**src/rtl/pcie_aurora_64b66b_frame_tx_pkg.sv**
```systemverilog
// Shared frame constants for the Aurora 64B66B TX framer and RX parser.
package pcie_aurora_64b66b_frame_tx_pkg;

    localparam logic [15:0] FRAME_HDR_MAGIC = 16'h55aa;

    localparam logic [15:0] FRAME_CMD_CTRL  = 16'h0001;
    localparam logic [15:0] FRAME_CMD_EDS   = 16'h0002;
    localparam logic [15:0] FRAME_CMD_ENC   = 16'h0003;
    localparam logic [15:0] FRAME_CMD_FBC   = 16'h0004;

    localparam logic [1:0] CTRL_CODE_EDS_END   = 2'd0;
    localparam logic [1:0] CTRL_CODE_EDS_START = 2'd1;
    localparam logic [1:0] CTRL_CODE_FBC_START = 2'd2;
    localparam logic [1:0] CTRL_CODE_FBC_END   = 2'd3;

    // One-hot framer states
    localparam logic [4:0] ST_IDLE  = 5'b00001;
    localparam logic [4:0] ST_HDR   = 5'b00010;
    localparam logic [4:0] ST_CHECK = 5'b00100;
    localparam logic [4:0] ST_ENC   = 5'b01000;
    localparam logic [4:0] ST_DATA  = 5'b10000;

    function automatic logic [63:0] frame_hdr(input logic [15:0] cmd);
        return {32'h0, FRAME_HDR_MAGIC, cmd};
    endfunction

    // Lowest-numbered pending control code wins
    function automatic logic [1:0] lowest_code(input logic [3:0] pend);
        logic [1:0] code;
        code = 2'd3;
        for (int i = 3; i >= 0; i--) begin
            if (pend[i]) code = 2'(i);
        end
        return code;
    endfunction

endpackage

```
**src/rtl/aurora_link_ready_dly.sv**
```systemverilog
// Qualifies CHANNEL_UP: link_ok_o rises after 16 consecutive high cycles.
module aurora_link_ready_dly (
    input  logic USER_CLK,
    input  logic RESET_N,
    input  logic CHANNEL_UP,
    output logic link_ok_o
);

    logic [4:0] cnt_q;

    // Count up while the channel is up, saturate once bit 4 is set
    always_ff @(posedge USER_CLK) begin
        if (!RESET_N) begin
            cnt_q <= '0;
        end else if (!CHANNEL_UP) begin
            cnt_q <= '0;
        end else if (!cnt_q[4]) begin
            cnt_q <= cnt_q + 5'd1;
        end
    end

    assign link_ok_o = cnt_q[4];

endmodule

```
**src/rtl/pcie_aurora_64b66b_frame_tx.sv**
```systemverilog
// TX framer for the Aurora 64B66B user AXI-stream: control, encoder and
// EDS/FBC data frames, one at a time, each led by a 55aa_000X header beat.
// Optional: define FRAME_TX_DROP_CNT_EN to add ctrl_drop_cnt_o.
module pcie_aurora_64b66b_frame_tx
    import pcie_aurora_64b66b_frame_tx_pkg::*;
#(
    parameter int unsigned EDS_PKG_LENGTH = 1026
) (
    input  logic        USER_CLK,
    input  logic        RESET_N,
    input  logic        CHANNEL_UP,
    input  logic        eds_start_i,
    input  logic        eds_end_i,
    input  logic        fbc_start_i,
    input  logic        fbc_end_i,
    input  logic        enc_wr_i,
    input  logic [63:0] enc_data_i,
    input  logic        pkg_avail_i,
    input  logic        fbc_mode_i,
    input  logic        eds_tvalid_i,
    input  logic [63:0] eds_tdata_i,
    output logic        eds_tready_o,
    output logic        tx_tvalid_o,
    output logic [63:0] tx_tdata_o,
    output logic [7:0]  tx_tkeep_o,
    output logic        tx_tlast_o,
    input  logic        tx_tready_i,
    output logic        busy_o,
    output logic        frame_abort_o
`ifdef FRAME_TX_DROP_CNT_EN
    ,
    output logic [15:0] ctrl_drop_cnt_o
`endif
);

    localparam logic [15:0] PKG_LEN = 16'(EDS_PKG_LENGTH);

    logic        link_ok;
    logic [4:0]  state_q, state_d;
    logic [4:0]  payload_st_q, payload_st_d;
    logic [3:0]  pend_q, pend_d;
    logic [3:0]  ctrl_req, ctrl_clr;
    logic [1:0]  code_q, code_d;
    logic        enc_pend_q, enc_pend_d;
    logic [63:0] enc_latch_q, enc_latch_d;
    logic        enc_take, enc_restore;
    logic [15:0] beat_cnt_q, beat_cnt_d;
    logic        tvalid_q, tvalid_d;
    logic [63:0] tdata_q, tdata_d;
    logic        tlast_q, tlast_d;
    logic        abort_q, abort_d;
    logic        hs, can_load, data_left;

    aurora_link_ready_dly u_link_ready_dly (
        .USER_CLK   (USER_CLK),
        .RESET_N    (RESET_N),
        .CHANNEL_UP (CHANNEL_UP),
        .link_ok_o  (link_ok)
    );

    assign hs        = tvalid_q & tx_tready_i;
    assign can_load  = ~tvalid_q | tx_tready_i;
    assign data_left = beat_cnt_q < PKG_LEN;

    assign eds_tready_o  = (state_q == ST_DATA) & data_left & can_load;
    assign tx_tvalid_o   = tvalid_q;
    assign tx_tdata_o    = tdata_q;
    assign tx_tlast_o    = tlast_q;
    assign tx_tkeep_o    = 8'hFF;
    assign busy_o        = (state_q != ST_IDLE);
    assign frame_abort_o = abort_q;

    // Map request pulses onto their control-code bit positions
    always_comb begin
        ctrl_req = '0;
        ctrl_req[CTRL_CODE_EDS_END]   = eds_end_i;
        ctrl_req[CTRL_CODE_EDS_START] = eds_start_i;
        ctrl_req[CTRL_CODE_FBC_START] = fbc_start_i;
        ctrl_req[CTRL_CODE_FBC_END]   = fbc_end_i;
    end

    // Framer FSM and registered AXI output beat
    always_comb begin
        state_d      = state_q;
        payload_st_d = payload_st_q;
        code_d       = code_q;
        beat_cnt_d   = beat_cnt_q;
        tvalid_d     = tvalid_q;
        tdata_d      = tdata_q;
        tlast_d      = tlast_q;
        abort_d      = 1'b0;
        ctrl_clr     = '0;
        enc_take     = 1'b0;
        enc_restore  = 1'b0;

        if ((state_q != ST_IDLE) && !link_ok) begin
            // Link lost: drop the frame; control flags stay set for a retry
            state_d     = ST_IDLE;
            tvalid_d    = 1'b0;
            tlast_d     = 1'b0;
            abort_d     = 1'b1;
            beat_cnt_d  = '0;
            enc_restore = (state_q == ST_ENC);
        end else begin
            case (state_q)
                ST_IDLE: begin
                    beat_cnt_d = '0;
                    tvalid_d   = 1'b0;
                    tlast_d    = 1'b0;
                    if (link_ok) begin
                        if (|pend_q) begin
                            code_d       = lowest_code(pend_q);
                            payload_st_d = ST_CHECK;
                            tdata_d      = frame_hdr(FRAME_CMD_CTRL);
                            tvalid_d     = 1'b1;
                            state_d      = ST_HDR;
                        end else if (enc_pend_q) begin
                            payload_st_d = ST_ENC;
                            tdata_d      = frame_hdr(FRAME_CMD_ENC);
                            tvalid_d     = 1'b1;
                            state_d      = ST_HDR;
                        end else if (pkg_avail_i) begin
                            payload_st_d = ST_DATA;
                            tdata_d      = frame_hdr(fbc_mode_i ? FRAME_CMD_FBC : FRAME_CMD_EDS);
                            tvalid_d     = 1'b1;
                            state_d      = ST_HDR;
                        end
                    end
                end
                ST_HDR: begin
                    if (hs) begin
                        state_d = payload_st_q;
                        if (payload_st_q == ST_CHECK) begin
                            tdata_d = {62'h0, code_q};
                            tlast_d = 1'b1;
                        end else if (payload_st_q == ST_ENC) begin
                            tdata_d  = enc_latch_q;
                            tlast_d  = 1'b1;
                            enc_take = 1'b1;
                        end else begin
                            tvalid_d = 1'b0;
                        end
                    end
                end
                ST_CHECK: begin
                    if (hs) begin
                        ctrl_clr[code_q] = 1'b1;
                        state_d          = ST_IDLE;
                        tvalid_d         = 1'b0;
                        tlast_d          = 1'b0;
                    end
                end
                ST_ENC: begin
                    if (hs) begin
                        state_d  = ST_IDLE;
                        tvalid_d = 1'b0;
                        tlast_d  = 1'b0;
                    end
                end
                ST_DATA: begin
                    if (!data_left) begin
                        if (hs) begin
                            state_d  = ST_IDLE;
                            tvalid_d = 1'b0;
                            tlast_d  = 1'b0;
                        end
                    end else if (can_load) begin
                        // Source gaps leave the output empty rather than repeat a word
                        tvalid_d = eds_tvalid_i;
                        if (eds_tvalid_i) begin
                            tdata_d    = eds_tdata_i;
                            beat_cnt_d = beat_cnt_q + 16'd1;
                            tlast_d    = (beat_cnt_q + 16'd1 == PKG_LEN);
                        end
                    end
                end
                default: begin
                    state_d  = ST_IDLE;
                    tvalid_d = 1'b0;
                    tlast_d  = 1'b0;
                end
            endcase
        end
    end

    // Request flags: a request in the same cycle as its clear re-arms the flag.
    // The encoder flag drops once the latch is copied into the output beat.
    always_comb begin
        pend_d      = (pend_q & ~ctrl_clr) | ctrl_req;
        enc_pend_d  = (enc_pend_q & ~enc_take) | enc_wr_i | enc_restore;
        enc_latch_d = enc_wr_i ? enc_data_i : enc_latch_q;
    end

    // State and output registers
    always_ff @(posedge USER_CLK) begin
        if (!RESET_N) begin
            state_q      <= ST_IDLE;
            payload_st_q <= ST_CHECK;
            code_q       <= '0;
            pend_q       <= '0;
            enc_pend_q   <= 1'b0;
            enc_latch_q  <= '0;
            beat_cnt_q   <= '0;
            tvalid_q     <= 1'b0;
            tdata_q      <= '0;
            tlast_q      <= 1'b0;
            abort_q      <= 1'b0;
        end else begin
            state_q      <= state_d;
            payload_st_q <= payload_st_d;
            code_q       <= code_d;
            pend_q       <= pend_d;
            enc_pend_q   <= enc_pend_d;
            enc_latch_q  <= enc_latch_d;
            beat_cnt_q   <= beat_cnt_d;
            tvalid_q     <= tvalid_d;
            tdata_q      <= tdata_d;
            tlast_q      <= tlast_d;
            abort_q      <= abort_d;
        end
    end

`ifdef FRAME_TX_DROP_CNT_EN
    logic [3:0]  ctrl_drop;
    logic        enc_drop;
    logic [2:0]  drop_inc;
    logic [16:0] drop_sum;
    logic [15:0] drop_cnt_q, drop_cnt_d;

    assign ctrl_drop = ctrl_req & pend_q & ~ctrl_clr;
    assign enc_drop  = enc_wr_i & enc_pend_q & ~enc_take;

    // Saturating count of merged control pulses and overwritten encoder words
    always_comb begin
        drop_inc = {2'b0, ctrl_drop[0]} + {2'b0, ctrl_drop[1]} + {2'b0, ctrl_drop[2]}
                 + {2'b0, ctrl_drop[3]} + {2'b0, enc_drop};
        drop_sum   = {1'b0, drop_cnt_q} + {14'b0, drop_inc};
        drop_cnt_d = drop_sum[16] ? 16'hFFFF : drop_sum[15:0];
    end

    // Drop counter register
    always_ff @(posedge USER_CLK) begin
        if (!RESET_N) begin
            drop_cnt_q <= '0;
        end else begin
            drop_cnt_q <= drop_cnt_d;
        end
    end

    assign ctrl_drop_cnt_o = drop_cnt_q;
`endif

endmodule

```
**config.mk**
```make
export PLATFORM = sky130hd
export DESIGN_NAME = pcie_aurora_64b66b_frame_tx
export DESIGN_NICKNAME = d
export VERILOG_FILES = /design/src/rtl/pcie_aurora_64b66b_frame_tx_pkg.sv /design/src/rtl/aurora_link_ready_dly.sv /design/src/rtl/pcie_aurora_64b66b_frame_tx.sv
export SDC_FILE = /design/constraint.sdc
export NUM_CORES = 1
export LEC_CHECK = 0
export ABC_AREA = 1
export CAP_MARGIN = 10
export CORE_MARGIN = 10
export CORE_UTILIZATION = 44
export DETAILED_ROUTE_END_ITERATION = 12
export PLACE_DENSITY = 0.77
export SETUP_SLACK_MARGIN = 0.15
export SLEW_MARGIN = 15
export SYNTH_ARGS = -nofsm -noshare
export SYNTH_HDL_FRONTEND = slang
export SYNTH_SLANG_ARGS = --single-unit
```
**constraint.sdc**
```tcl
create_clock -name USER_CLK -period 1.5 [get_ports USER_CLK]
set_input_delay 0.15 -clock USER_CLK [delete_from_list [all_inputs] [get_ports USER_CLK]]
set_output_delay 0.15 -clock USER_CLK [all_outputs]
set_load 0.01 [all_outputs]
```
==> flow_summary.ini <==
[cts]
htreeDepth = 4
cts-root-buf = clkbuf_16
cts.path.max_buffers = 2
cts_sinks = 167
hold_buffers = 0
cts_made_buffers = 17
clk-insertion-delay-late_ns = 0.44
cts.clk_slew.worst_paths_ns = 0.07
cts_tree = yes

[route]
vias = 8735
drc_errors = 0
wl_met1_um = 11500
met3WireLength_um = 2410
via_per_inst = 5.43
ant_nets = 0
routed_wirelength_um = 29200
top_layer_used = met4
wl_per_cell_um = 18.2
drt-initial-drc-count = 703
drtPass1Iterations = 5
wl_met2_um = 14500

[floorplan]
ios = 217
dieWidth_um = 153
row_count = 48
start_util = 0.451
core_region_area_mm2 = 0.0174
die-area_mm2 = 0.0235
die_y_um = 153

[logic_synthesis]
yosysSeqAreaShare = 0.427
syn_inst = 1107
yosys-top-cells-area = dfxtp_1, nor2_1, nand2_1
ys.flop_type = dfxtp_1
synth_cell_types = 32
syn_area_mm2 = 0.00783
synth_edf_count = 0
async_flop_share = 0
synth_top_area_frac = 0.427
yosys_warnings = 0
syn_avg_cell_area_um2 = 7.08
synth_top_area_cell = dfxtp_1
ys_seq_elements = 167

[setup_path]
crit_required_ns = 1.84
critPathSlowestCell = dfxtp_2
crit_chain = nor2_4 > buf_4 > nand3_4 > nand2_4 > inv_2 > nand2_1 > nand2_2 > nor2_4 > buf_12 > clkbuf_16 > nand3_1 > nand2_1 > nor2_1
worstPathArrival_ns = 2.11
crit_fanout = 15
end_kind = register
crit_type = reg2reg
rrSetupSlack_ns = -0.28
start_kind = register
cpPeakStageDelay_ns = 0.33
critical_path.top_delay_family = simple AND/OR/NAND/NOR gates
crit_start = state_q[3]
cp_num_buf_inv = 4
r2r-start = state_q[3]

[min_path]
hp-start = RESET_N
hold_class = in2reg

[layout]
final_common_cell = nor2_1
fin_nets = 1515
area_growth_pct = 55.2
antenna_cells = 0
fin_util = 0.701
drive_gt1_frac = 0.206
final_cell_mix = nor2_1, nand2_1, dfxtp_1

[status]
status = complete, but fails checks
violations = negative setup slack

[sta]
hold_viol = 0
fin_setup_tns_ns = -16.29
worst_pin_slew_ns = 0.565
timing.fmax_mhz = 563
setup_violations = 90
holdWs_ns = 0.112
drv_slew = 0
final.setup.worst_slack_ns = -0.276
slew_headroom = 0.621
rsz0062_at_grt = true
final.setup_skew_ns = 0.0130
min_period_ns = 1.78
fin_crit_sh = 1.18

[place]
dpl.hpwl_um = 18700
portBuffers = 208
place.gp.congestion = 0.908

[power_and_ir_drop]
power_switching_mw = 3.83
pwr-share-clk = 0.354
vdd_drop_max_uv = 923
pwr-share-comb = 0.267
power.internal_mw = 8.78
p_leak_nw = 5.07
p_seq_frac = 0.379
swShare = 0.304
powerDensity_mw_per_mm2 = 1040

[run]
cap_violations = 0

[grt]
grt_max_degree = 57
grt-ovfl-total = 0
grt_pass1_vias = 8435
antenna_found_initial = 0
grt_pass1_wl_um = 44500
track_usage = 0.228
==> area by class of cell <==
cell class | count | area [um^2]
clock inverters | 12 | 135
repair buffers | 325 | 3390
well taps | 225 | 282
flip-flops and latches | 167 | 3360
inverters | 55 | 219
repair inverters | 1 | 7.51
multi-input cells | 805 | 4310
clock buffers | 20 | 457
fillers | 1379 | 5200
==> worst register-to-register path, cell delays in order, from the launching register on <==
cell and delay (ns):
dfxtp_2 0.33, nor2_4 0.11, buf_4 0.12, nand3_4 0.10, nand2_4 0.11, inv_2 0.04, nand2_1 0.06, nand2_2 0.06
nor2_4 0.10, buf_12 0.21, clkbuf_16 0.23, nand3_1 0.10, nand2_1 0.07, nor2_1 0.04
==> power by group through the flow <==
stage	Clock, mW	Sequential [mW]	Combinational, mW
floorplan	0	4.86	1.28
global placement	0	4.86	2.49
detailed placement	0	4.87	2.51
CTS	4.51	4.77	3.25
global route	4.70	4.79	3.66
finish	4.47	4.78	3.37
==> registers in the layout (all words and copies together) (netlist names), 2 cells and up <==
register and cells:
beat_cnt_q 16, code_q 2, pend_q 4, payload_st_q 3, state_q 5, tx_tdata_o 64, enc_latch_q 64, u_link_ready_dly.cnt_q 5
==> routing by layer <==
layer / vias to the layer above / GRT usage
li1: 4230 / -
met1: 4070 / 0.272
met2: 366 / 0.379
met3: 69 / 0.0710
met4: 0 / 0.0810
met5: - / 0
==> synth_stat cells, types with 6 or more instances <==
cell type,n
dfxtp_1,167
buf_4,10
buf_2,17
a32oi_1,37
inv_2,6
nor2_1,245
nand3_1,91
buf_6,14
a21oi_1,100
clkbuf_1,45
a22oi_1,16
nand2_1,174
inv_1,49
nor3_1,8
o21ai_0,90
nand4_1,9
==> through the flow <==
step	worst slack (ns)	power [mW]	instances	cell area, um^2
2_1_floorplan	-0.0864	6.14	1114	7980
3_3_place_gp	-0.322	7.35	1550	10700
3_5_place_dp	-0.379	7.38	1550	10700
4_1_cts	-0.226	12.5	1601	11800
5_1_grt	-0.345	13.1	1610	12200
6_report	-0.276	12.6	1610	12200
==> worst paths after layout <==
kind	to	depth (start not counted)
min	tx_tdata_o[13]	3
min reg2reg	beat_cnt_q[15]	2
max reg2reg	tx_tdata_o[48]	13
max	tx_tdata_o[48]	13
==> cells by family (layout without fill, tap and decap cells) <==
kind of cell,after synthesis,count (layout),synth area share
other,1,8,0.000479
adder cells (fa/ha/maj),3,3,0.00479
AO/OA/AOI/OAI,250,250,0.185
buffers and inverters,142,413,0.0890
flip-flops,167,167,0.427
XOR/XNOR,3,3,0.00336
AND/OR/NAND/NOR,541,541,0.291
==> what timing repair did <==
item,CTS,global route
gates resized for setup,159,66
setup endpoints to repair,166,101
pin swaps,15,15
buffers inserted,9,4
cloned,10,5
Power figures use the tool's default switching activity.
